### src/rtl/upconverter_param_pkg.sv
// Shared types and constants for the parameterised I/Q upconverter.
// FSM state encoding, mode encodings and default sizing.
package upconverter_param_pkg;

  typedef enum logic {
    IDLE = 1'b0,
    EMIT = 1'b1
  } state_t;

  localparam logic MODE_ZSTUFF = 1'b0;
  localparam logic MODE_HOLD   = 1'b1;

  localparam int DEF_OS      = 4;
  localparam int DEF_NB_DATA = 1;

endpackage

### src/rtl/upconv_lane.sv
// One upsampling lane (I or Q): registers the slot value from the
// next-state slot counter and symbol/mode/phase selected by the top.
module upconv_lane
  import upconverter_param_pkg::*;
#(
  parameter int NB_DATA = DEF_NB_DATA,
  parameter int NB_CNT  = 2
) (
  input  logic               i_clk,
  input  logic               i_rst_n,
  input  logic               i_emit,
  input  logic               i_mode,
  input  logic [NB_CNT-1:0]  i_slot,
  input  logic [NB_CNT-1:0]  i_phase,
  input  logic [NB_DATA-1:0] i_sym,
  output logic [NB_DATA-1:0] o_up
);

  logic [NB_DATA-1:0] w_up_nxt;
  logic [NB_DATA-1:0] r_up;

  // slot value selection for the coming cycle
  always_comb begin
    w_up_nxt = {NB_DATA{1'b0}};
    if (i_emit) begin
      case (i_mode)
        MODE_HOLD:   w_up_nxt = i_sym;
        MODE_ZSTUFF: begin
          if (i_slot == i_phase) begin
            w_up_nxt = i_sym;
          end else begin
            w_up_nxt = {NB_DATA{1'b0}};
          end
        end
        default:     w_up_nxt = {NB_DATA{1'b0}};
      endcase
    end else begin
      w_up_nxt = {NB_DATA{1'b0}};
    end
  end

  // output register
  always_ff @(posedge i_clk or negedge i_rst_n) begin
    if (!i_rst_n) begin
      r_up <= {NB_DATA{1'b0}};
    end else begin
      r_up <= w_up_nxt;
    end
  end

  assign o_up = r_up;

endmodule

### src/rtl/upconverter_param.sv
// Parameterised I/Q upconverter: each accepted symbol becomes OS output
// slots, zero-stuffed at a chosen phase or sample-held, with overrun flag.
module upconverter_param
  import upconverter_param_pkg::*;
#(
  parameter int NB_DATA = DEF_NB_DATA,
  parameter int OS      = DEF_OS,
  parameter int NB_CNT  = $clog2(OS)
) (
  input  logic               i_clk,
  input  logic               i_rst_n,
  input  logic               i_valid,
  input  logic [NB_DATA-1:0] i_sym_I,
  input  logic [NB_DATA-1:0] i_sym_Q,
  input  logic               i_mode,
  input  logic [NB_CNT-1:0]  i_phase,
  input  logic               i_clr,
  output logic [NB_DATA-1:0] o_up_I,
  output logic [NB_DATA-1:0] o_up_Q,
  output logic               o_valid,
  output logic [NB_CNT-1:0]  o_slot,
  output logic               o_overrun
);

  localparam logic [NB_CNT:0]   L_OS   = (NB_CNT+1)'(OS);
  localparam logic [NB_CNT-1:0] L_LAST = NB_CNT'(OS - 1);
  localparam logic [NB_CNT-1:0] L_ONE  = NB_CNT'(1);

  state_t             r_state, w_state_nxt;
  logic [NB_CNT-1:0]  r_cnt, w_cnt_nxt;
  logic [NB_DATA-1:0] r_sym_I, r_sym_Q, w_sym_I_nxt, w_sym_Q_nxt;
  logic               r_mode, w_mode_nxt;
  logic [NB_CNT-1:0]  r_phase, w_phase_nxt, w_phase_clamp;
  logic               r_valid, r_overrun;
  logic [NB_CNT-1:0]  r_slot;
  logic               w_last, w_accept, w_drop, w_emit_nxt;

  assign w_last        = (r_state == EMIT) && (r_cnt == L_LAST);
  assign w_accept      = i_valid && ((r_state == IDLE) || w_last);
  assign w_drop        = i_valid && (r_state == EMIT) && !w_last;
  assign w_phase_clamp = ({1'b0, i_phase} >= L_OS) ? L_LAST : i_phase;
  assign w_emit_nxt    = (w_state_nxt == EMIT);

  // next-state, slot counter and symbol latch
  always_comb begin
    w_state_nxt = r_state;
    w_cnt_nxt   = r_cnt;
    case (r_state)
      IDLE: begin
        w_state_nxt = i_valid ? EMIT : IDLE;
        w_cnt_nxt   = {NB_CNT{1'b0}};
      end
      EMIT: begin
        if (w_last) begin
          w_state_nxt = i_valid ? EMIT : IDLE;
          w_cnt_nxt   = {NB_CNT{1'b0}};
        end else begin
          w_state_nxt = EMIT;
          w_cnt_nxt   = r_cnt + L_ONE;
        end
      end
      default: begin
        w_state_nxt = IDLE;
        w_cnt_nxt   = {NB_CNT{1'b0}};
      end
    endcase
    if (w_accept) begin
      w_sym_I_nxt = i_sym_I;
      w_sym_Q_nxt = i_sym_Q;
      w_mode_nxt  = i_mode;
      w_phase_nxt = w_phase_clamp;
    end else begin
      w_sym_I_nxt = r_sym_I;
      w_sym_Q_nxt = r_sym_Q;
      w_mode_nxt  = r_mode;
      w_phase_nxt = r_phase;
    end
  end

  // state, latch and control-output registers; dropped symbol beats clear
  always_ff @(posedge i_clk or negedge i_rst_n) begin
    if (!i_rst_n) begin
      r_state   <= IDLE;
      r_cnt     <= {NB_CNT{1'b0}};
      r_sym_I   <= {NB_DATA{1'b0}};
      r_sym_Q   <= {NB_DATA{1'b0}};
      r_mode    <= MODE_ZSTUFF;
      r_phase   <= {NB_CNT{1'b0}};
      r_valid   <= 1'b0;
      r_slot    <= {NB_CNT{1'b0}};
      r_overrun <= 1'b0;
    end else begin
      r_state <= w_state_nxt;
      r_cnt   <= w_cnt_nxt;
      r_sym_I <= w_sym_I_nxt;
      r_sym_Q <= w_sym_Q_nxt;
      r_mode  <= w_mode_nxt;
      r_phase <= w_phase_nxt;
      r_valid <= w_emit_nxt;
      if (w_emit_nxt) begin
        r_slot <= w_cnt_nxt;
      end else begin
        r_slot <= {NB_CNT{1'b0}};
      end
      if (w_drop) begin
        r_overrun <= 1'b1;
      end else if (i_clr) begin
        r_overrun <= 1'b0;
      end else begin
        r_overrun <= r_overrun;
      end
    end
  end

  upconv_lane #(.NB_DATA(NB_DATA), .NB_CNT(NB_CNT)) u_lane_i (
    .i_clk   (i_clk),
    .i_rst_n (i_rst_n),
    .i_emit  (w_emit_nxt),
    .i_mode  (w_mode_nxt),
    .i_slot  (w_cnt_nxt),
    .i_phase (w_phase_nxt),
    .i_sym   (w_sym_I_nxt),
    .o_up    (o_up_I)
  );

  upconv_lane #(.NB_DATA(NB_DATA), .NB_CNT(NB_CNT)) u_lane_q (
    .i_clk   (i_clk),
    .i_rst_n (i_rst_n),
    .i_emit  (w_emit_nxt),
    .i_mode  (w_mode_nxt),
    .i_slot  (w_cnt_nxt),
    .i_phase (w_phase_nxt),
    .i_sym   (w_sym_Q_nxt),
    .o_up    (o_up_Q)
  );

  assign o_valid   = r_valid;
  assign o_slot    = r_slot;
  assign o_overrun = r_overrun;

endmodule

### config.mk
export PLATFORM = sky130hd
export DESIGN_NAME = upconverter_param
export DESIGN_NICKNAME = d
export VERILOG_FILES = /design/src/rtl/upconverter_param_pkg.sv /design/src/rtl/upconv_lane.sv /design/src/rtl/upconverter_param.sv
export SDC_FILE = /design/constraint.sdc
export NUM_CORES = 1
export LEC_CHECK = 0
export BUFFER_PORTS_ARGS = -buffer_cell sky130_fd_sc_hd__buf_2
export CAP_MARGIN = 20
export CORE_AREA = 3 3 40 42
export CTS_BUF_LIST = sky130_fd_sc_hd__clkbuf_2 sky130_fd_sc_hd__clkbuf_4 sky130_fd_sc_hd__clkbuf_8
export DETAILED_ROUTE_END_ITERATION = 8
export DIE_AREA = 0 0 43 45
export HOLD_SLACK_MARGIN = 0.12
export PLACE_DENSITY = 0.72
export REMOVE_ABC_BUFFERS = 1
export SYNTH_ARGS = -nofsm -noshare
export SYNTH_HDL_FRONTEND = slang
export SYNTH_SLANG_ARGS = --single-unit
### constraint.sdc
create_clock -name i_clk -period 1.7 [get_ports i_clk]
set_input_delay 0.17 -clock i_clk [delete_from_list [all_inputs] [get_ports i_clk]]
set_output_delay 0.17 -clock i_clk [all_outputs]
set_load 0.05 [all_outputs]
# --- Word level (Yosys, flattened, before mapping) ---
# Cells that the tools add are included.
# Widths: inputs -> output; s select.
totals:
  output_inout_bits: 6
  regBits: 13
  in_bits: 9
  wordCells: 40
op_classes:
  add_sub_neg: 1
  mux: 18
  eq_ne: 2
  n_reduce_logical: 7
  n_bitwise: 2
ops:
  columns: ["operator", "count"]
  rows:
  - ["$mux 1", 11]
  - ["$mux 2", 3]
  - ["$pmux 1 s2", 3]
  - ["$logic_and 1x1->1", 4]
  - ["$pmux 2 s2", 1]
  - ["$add 2x1->2 const B", 1]
  - ["$eq 2x2->1", 1]
  - ["$eq 2x2->1 const B", 1]
  - ["$not 1->1", 2]
  - ["$reduce_bool 2->1", 1]
  - ["$logic_not 1->1", 1]
  - ["$logic_or 1x1->1", 1]

# --- Logic depth before layout (Yosys ltp) ---
# Gate-level depths: netlist of the first run.
logic_depth:
  ltp_word: 9
  mapped_depth: 6
  mapped_depth_nobuf: 6

# --- Modules after synthesis ---
# From an unflattened synthesis of the first run, not the netlist that was laid out.
hier_totals:
  cells_unflattened: 39
  area_unflattened_um2: 515.5
modules_own_cells:
  columns: ["module", "cells_per_inst", "instances", "seq_area_each_um2", "area_per_inst_um2"]
  rows:
  - ["upconverter_param", 27, 1, 250.2, 405.4]
  - ["upconv_lane", 6, 2, 25.0, 55.1]

# --- Least setup slack after synthesis of the first run ---
# No wires, ideal clock.
synth_path:
  path_kind: "reg2reg"
  from: "register o_valid (netlist name)"
  to: "register u_lane_q.r_up, in the netlist u_lane_q.o_up"
  slack_ps: -69
  t_arrival_ps: 1645
  path_stages_with_launch: 6
  path_buffers: 0
  synth_period_minus_slack_ps: 1769
  required_time_ps: 1576
  setup_ps: 124
  path_cell_list: "dfrtp_1 nor2b_4 nand2b_4 mux2_4 a31oi_1 nor2_1"
synth_rtl:
  columns: ["item", "line", "source"]
  rows:
  - ["end signal: assignment", "upconv_lane.sv:45", "r_up <= {NB_DATA{1'b0}};"]
  - ["end signal: assignment", "upconv_lane.sv:47", "r_up <= w_up_nxt;"]
  - ["end: declaration", "upconv_lane.sv:20", "logic [NB_DATA-1:0] r_up;"]

# --- Final worst setup path of the first run ---
layout_path:
  from: "register r_cnt[0]"
  to: "register u_lane_i.r_up, in the netlist u_lane_i.o_up"
layout_between:
  word_cells_on_any_way: 17
  cone_classes: "1 x add/sub; 2 x eq/ne; 10 x mux; 1 x bitwise; 3 x reduce/logical"
layout_rtl:
  columns: ["item", "line", "source"]
  rows:
  - ["start: declaration", "upconverter_param.sv:30", "logic [NB_CNT-1:0] r_cnt, w_cnt_nxt;"]
  - ["start signal: assignment", "upconverter_param.sv:84", "r_cnt <= {NB_CNT{1'b0}};"]
  - ["start signal: assignment", "upconverter_param.sv:94", "r_cnt <= w_cnt_nxt;"]
  - ["$eq 2x2->1 (*)", "upconverter_param.sv:38", "assign w_last = (r_state == EMIT) && (r_cnt == L_LAST);"]
  - ["$logic_and 1x1->1 (*)", "upconverter_param.sv:38", null]
  - ["$logic_or 1x1->1 (*)", "upconverter_param.sv:39", "assign w_accept = i_valid && ((r_state == IDLE) || w_last);"]
  - ["$logic_and 1x1->1 (*)", "upconverter_param.sv:39", null]
  - ["$mux 1 (*)", "upconverter_param.sv:67", "if (w_accept) begin"]
  - ["via u_lane_i.i_mode", "upconv_lane.sv:12", "input logic i_mode,"]
  - ["$not 1->1", null, null]
  - ["$pmux 1 s2 (*)", "upconv_lane.sv:26", "case (i_mode)"]
  - ["$mux 1 (*)", "upconv_lane.sv:25", "if (i_emit) begin"]
  - ["via u_lane_i.w_up_nxt", "upconv_lane.sv:19", "logic [NB_DATA-1:0] w_up_nxt;"]
  - ["end signal: assignment", "upconv_lane.sv:45", null]
  - ["end signal: assignment", "upconv_lane.sv:47", null]
  - ["end: declaration", "upconv_lane.sv:20", null]
# The timed path passes the listed nets; every way through them passes the cells marked *.
# A chain may end at the register's enable or synchronous reset.

==> impl_metrics.csv, run 1 <==
group,metric,value,unit
clock_network,clock_tree.root_cell,"clkbuf_4",
routing,wire_per_inst,13.0,µm
sta,setup_viol,0,
sta,tightest_slew,0.299,ns
layout,n_fill_cell,118,
grt,grt-ovfl-total,0,
floorplan,die_w,43,µm
clock_network,clk_pin_slew,0.08,ns
floorplan,num_rows,13,
sta,fin_skew,0.00173,ns
layout,drive_above_1_share,34.7,%
routing,drtIter0Drc,1,
sta,timing_hold_violations_final,0,
synthesis,synth.largest_area_cell,"dfrtp_1",
routing,dr.pass1.iters,3,
grt,antenna_found_initial,0,
floorplan,dieArea,1940,µm²
setup_path,reg2reg_depth,6,
setup_path,start_kind,"flop",
synthesis,synth_area,602,µm²
setup_path,arrival,1.75,ns
place,dpl_cell_area,706,µm²
synthesis,synthTopCellsByCount,"13 x dfrtp_1, 4 x mux2_1, 4 x nand2_1, 4 x nor2_1, 3 x nor2b_1",
clock_network,cts.sinks,13,
setup_path,path_class,"reg -> reg",
synthesis,synth_top_area_share,54.1,%
sta,grt_setup_unrepaired,"no",
synthesis,yosys.area_share.simple,20.6,%
synthesis,synth_top_family_by_area,"simple AND/OR/NAND/NOR gates",
layout,layout.cells.non_filler,87,
sta,post-route-period-util,94.1,%
sta,min_period,1.60,ns
floorplan,fp.dieH,45,µm
place,dp_hpwl,854,µm
outcome,status,"finished clean",
floorplan,boundaryPins,15,
routing,drcViolationCount,0,
layout,nets,83,
clock_network,clock_path_buffers,2,
pwr,p_leak,0.378,nW
floorplan,design.core.area,1280,µm²
clock_network,clk_latency,0.27,ns
grt,grtUsageTotal,13.9,%
clock_network,htree_num_levels,1,
floorplan,start_util,46.8,%
synthesis,syn-instance-count,50,
setup_path,timing.rr.end,"u_lane_i.o_up",
synthesis,syn_avg_cell_area,12.0,µm²
synthesis,synth_compound_area_share,6.65,%
setup_path,ff2ff_setup_slack,0.10,ns
synthesis,ys_seq_area_share,54.1,%
grt,grt_pass1_vias,447,
worst_hold_path,hold_class,"in -> reg",
synthesis,ys_ff_latch,13,
setup_path,crit_path_end,"u_lane_i.o_up",
routing,avgViaCountPerCell,5.09,
synthesis,synth_area_leaders,"dfrtp_1 54%, mux2_1 7.5%, nor2b_1 3.1%, xor2_1 2.9%, mux2_4 2.5%",
pwr,power_density,2160,nW/µm²
grt,grt_max_degree,14,
synthesis,synth_fa_ha_area_share,2.08,%
grt,grt_first_pass_wirelength,1990,µm
clock_network,cts_inserted_buffers,3,
synthesis,synthMuxAreaShare,11.6,%
routing,num_vias,443,
sta,fmaxAchievable,625,MHz
setup_path,r2r_start,"r_cnt[0]",
setup_path,crit_path_end_kind,"flop",
routing,drtAntennaViolNets,0,
pwr,ir_worst_vdd,860,µV
place,gpl.final_weighted_congestion,0.722,
synthesis,ys_types,23,
synthesis,synth_top_flop_cell,"dfrtp_1",
synthesis,async_flop_share,100,%
setup_path,required,1.85,ns
layout,area_growth,26.6,%
layout,diodes,0,
layout,design_area,762,µm²
routing,routed_wl,1130,µm
flow_run,drv_cap,0,
place,dp_cells,81,
setup_path,cp_max_fo,5,
synthesis,yosysWarnings,0,
setup_path,crit_start,"r_cnt[0]",
synthesis,synth_xor_area_share,4.37,%
clock_network,cts_setup_buffers,0,
synthesis,synth_edf_count,0,
place,io_buffers,14,
synthesis,synth_most_common_cell,"dfrtp_1",
sta,slew_headroom,80.0,%
clock_network,cts_tree,"done",
sta,slew_violations,0,
cell type report:
type / count / area, µm² / share of cell area (%)
clock buffer: 4 / 30.0 / 3.94
inverter: 1 / 3.75 / 0.493
multi-input combinational: 36 / 279 / 36.6
sequential: 13 / 325 / 42.7
tap: 15 / 18.8 / 2.46
timing repair buffer: 18 / 105 / 13.8
metal layers:
layer	GRT usage, %	vias to the layer above	part of all wire (%)
met1	17.8	221	45
met3	2.39	0	5.1
li1	-	213	-
met5	0	-	0
met2	24.6	9	50
met4	3.61	0	0
power breakdown:
group / internal, W / total (W) / switching, W
clock network: 0.000107 / 0.000206 / 0.0000994
registers: 0.000456 / 0.000533 / 0.0000767
logic: 0.000383 / 0.000905 / 0.000522
critical path, stage by stage (launching register included):
cell      delay [ns]
dfrtp_1         0.38
ha_1            0.25
nor2b_4         0.12
nand2b_4        0.17
mux2_4          0.32
a31oi_2         0.17
nor2_1          0.08
metrics by stage:
stage / hold WS, ns / TNS, ns / utilization [%] / power (W) / setup WS (ns)
2_1_floorplan: -0.126 / -0.124 / - / 0.00120 / -0.0686
3_3_place_gp: 0.0713 / 0 / 54.9 / 0.00140 / 0.143
3_5_place_dp: 0.0738 / 0 / 54.9 / 0.00142 / 0.0690
4_1_cts: 0.135 / 0 / 58.8 / 0.00164 / 0.0575
5_1_grt: 0.141 / 0 / 59.3 / 0.00179 / 0.00262
6_report: 0.135 / 0 / 59.3 / 0.00164 / 0.100
state kept, by name, indices dropped and copies added (netlist names):
signal,flops
r_sym_I,1
u_lane_q.o_up,1
o_slot,2
o_overrun,1
r_mode,1
u_lane_i.o_up,1
o_valid,1
r_cnt,2
r_sym_Q,1
r_phase,2
how the worst min path moves through the flow:
stage	startpoint	to	slack [ns]	cells after the start
final	i_sym_I	r_sym_I	0.13	2
after global placement	i_rst_n	r_phase[0]	0.07	1
after detailed placement	i_rst_n	u_lane_i.o_up	0.07	1
after global routing	i_sym_Q	r_sym_Q	0.14	2
after CTS	i_sym_I	r_sym_I	0.13	2
after floorplan	i_rst_n	o_overrun	-0.13	0
placed cells by master (no fill, tap or decap), drive strengths merged:
master and count:
a31oi 1, xnor2 1, nor3b 1, or2 1, nor2b 4, ha 1
mux2i 1, o221a 1, and3b 1, nand2b 3, nand2 4, o211ai 1
and2 2, buf 16, mux2 5, a21oi 1, nor2 4, dfrtp 13
inv 1, xor2 2, o21ai 2, clkbuf 4, dlygate4sd3 2
cell families after synthesis:
kind of cell | count (synthesis)
AOI/OAI and AO/OA | 6
xor gates and xnor gates | 3
adders and majority gates | 1
buffers and inverters | 1
DFF | 13
muxes | 6
and+or+nand+nor | 20
timing repair:
item / CTS / global route
resized for setup: 0 / 1
hold buffers: 2 / 0
hold endpoints to repair: 14 / 0
setup endpoints to repair: 0 / 2
Note: power is estimated with default switching activity, not from simulation.
==> run 2, diff against run 1 <==
Settings changed: BUFFER_PORTS_ARGS -buffer_cell sky130_fd_sc_hd__buf_2 to unset, DONT_BUFFER_PORTS set to 1, PLACE_DENSITY 0.72 to unset.
==> run 2 against run 1 <==
Net effect: hold slack improved by 0.016 ns; first-iteration DRC count rose to 4.0 times the previous value; sequential cell count stayed put; utilization rose by 0.29 points; design area increased by 0.49%; total power decreased by 2.9%; register-to-register slack better by 0.03 ns; critical path type unchanged; largest cell class unchanged; largest power group is now sequential cells; highest routed layer is now met4.
==> impl_metrics.csv, run 2 (synthesized netlist as in run 1, its figures left out) <==
group,metric,value,unit
grt,grt_first_pass_wirelength,1830,µm
flow_run,drv_cap,0,
clock_network,cts_inserted_buffers,3,
clock_network,clk_pin_slew,0.08,ns
setup_path,cpPeakStageDelay,0.56,ns
floorplan,dieArea,1940,µm²
routing,avgViaCountPerCell,5.16,
layout,design_area,766,µm²
clock_network,clock_tree.root_cell,"clkbuf_4",
sta,setup_slack,0.126,ns
setup_path,path_class,"reg -> reg",
routing,drtIter0Drc,4,
sta,slew_headroom,60.2,%
sta,fin_skew,0.00744,ns
grt,use_met1,16.9,%
setup_path,arrival,1.78,ns
floorplan,boundaryPins,15,
sta,grt_setup_unrepaired,"no",
clock_network,cts.sinks,13,
grt,grtUsageTotal,13.1,%
grt,grt-ovfl-total,0,
routing,drtAntennaViolNets,0,
routing,num_vias,418,
place,dpl_cell_area,643,µm²
setup_path,start_kind,"flop",
floorplan,design.core.area,1280,µm²
setup_path,cp_max_fo,6,
clock_network,htree_num_levels,1,
worst_hold_path,hold_class,"in -> reg",
grt,antenna_found_initial,0,
grt,grt_pass1_vias,405,
sta,slew_violations,0,
pwr,p_leak,0.353,nW
place,io_buffers,0,
layout,diodes,0,
sta,setup_viol,0,
grt,grt.met2_usage,19.5,%
sta,tightest_slew,0.595,ns
setup_path,worstPathCellList,"ha_2, nor2b_4, buf_4, nand2_1, o21ai_0, dlygate4sd3_1",
routing,wire_per_inst,13.2,µm
setup_path,crit_path_end_kind,"flop",
sta,min_period,1.57,ns
setup_path,required,1.90,ns
pwr,ir_worst_vdd,1060,µV
layout,area_growth,27.2,%
setup_path,crit_buf_inv,2,
setup_path,crit_slowest_cell,"dlygate4sd3_1",
clock_network,cts_tree,"done",
sta,timing_hold_violations_final,0,
layout,layout_commonest_cell,"dfrtp_1",
clock_network,clock_path_buffers,2,
layout,final_cell_mix,"13 x dfrtp_1, 9 x dlygate4sd3_1",
routing,drcViolationCount,0,
floorplan,die_w,43,µm
place,pre_cts_slack,0.0997,ns
place,gpl.final_weighted_congestion,0.673,
sta,post-route-period-util,92.6,%
outcome,status,"finished clean",
grt,grt_max_degree,14,
layout,nets,77,
pwr,power_density,2080,nW/µm²
setup_path,crit_family,"buffers and inverters",
clock_network,clk_latency,0.27,ns
grt,grt_most_used_layer,"met2",
grt,use_met3,3.59,%
floorplan,num_rows,13,
routing,routed_wl,1070,µm
floorplan,fp.dieH,45,µm
floorplan,start_util,46.8,%
place,dp_hpwl,774,µm
layout,drive_above_1_share,18.2,%
sta,fmaxAchievable,635,MHz
routing,dr.pass1.iters,4,
run 2: cell count changes in the layout (fill, tap and decap cells not counted):
| cell | before | now |
|---|---|---|
| a31oi_1 | 0 | 1 |
| a31oi_2 | 1 | 0 |
| buf_2 | 14 | 0 |
| buf_4 | 2 | 3 |
| dlygate4sd3_1 | 2 | 9 |
| ha_1 | 1 | 0 |
| ha_2 | 0 | 1 |
run 2: routing by layer:
metal	vias to the layer above	part of all wire [%]
met1	197	45
met4	0	2.0
li1	205	-
met3	4	7.3
met5	-	0
met2	12	45
run 2: stage by stage:
step,power (W),instances,util [%],hold slack (ns),TNS (ns)
floorplan,0.00120,50,-,-0.126,-0.124
global placement,0.00133,68,50.0,-0.125,0
detailed placement,0.00136,68,50.0,-0.125,0
CTS,0.00160,81,59.4,0.147,0
global route,0.00173,81,59.6,0.152,0
finish,0.00160,81,59.6,0.150,0
run 2: final cells by class:
cell class / count / area, µm²
Clock buffer: 4 / 30.0
Fill cell: 113 / 519
Inverter: 1 / 3.75
Multi-Input combinational cell: 36 / 275
Sequential cell: 13 / 325
Tap cell: 15 / 18.8
Timing Repair Buffer: 12 / 113
run 2: what timing repair did:
item | 4_1_cts | 5_1_grt
gates resized for setup | 0 | 1
hold buffers | 9 | 0
endpoints found under the setup margin | 0 | 3
buffers inserted | 0 | 0
hold endpoints to repair | 20 | 0
run 2: power by group:
group,switching [W],total (W),internal (W)
combinational,0.000311,0.000674,0.000363
clock,0.0000952,0.000202,0.000107
sequential,0.000265,0.000719,0.000454
total,0.000671,0.00160,0.000924
run 2: final timing paths:
path	from	end	slack, ns	cells after the start
worst max register to register	r_cnt[0]	o_overrun	0.13	6
min in group asynchronous	i_rst_n	o_slot[0]	0.34	1
worst min register to register	r_sym_Q	r_sym_Q	0.50	1
max in group asynchronous	i_rst_n	o_overrun	0.97	1
worst max-delay path	r_cnt[0]	o_overrun	0.13	6
worst min-delay path	i_valid	r_phase[0]	0.15	2
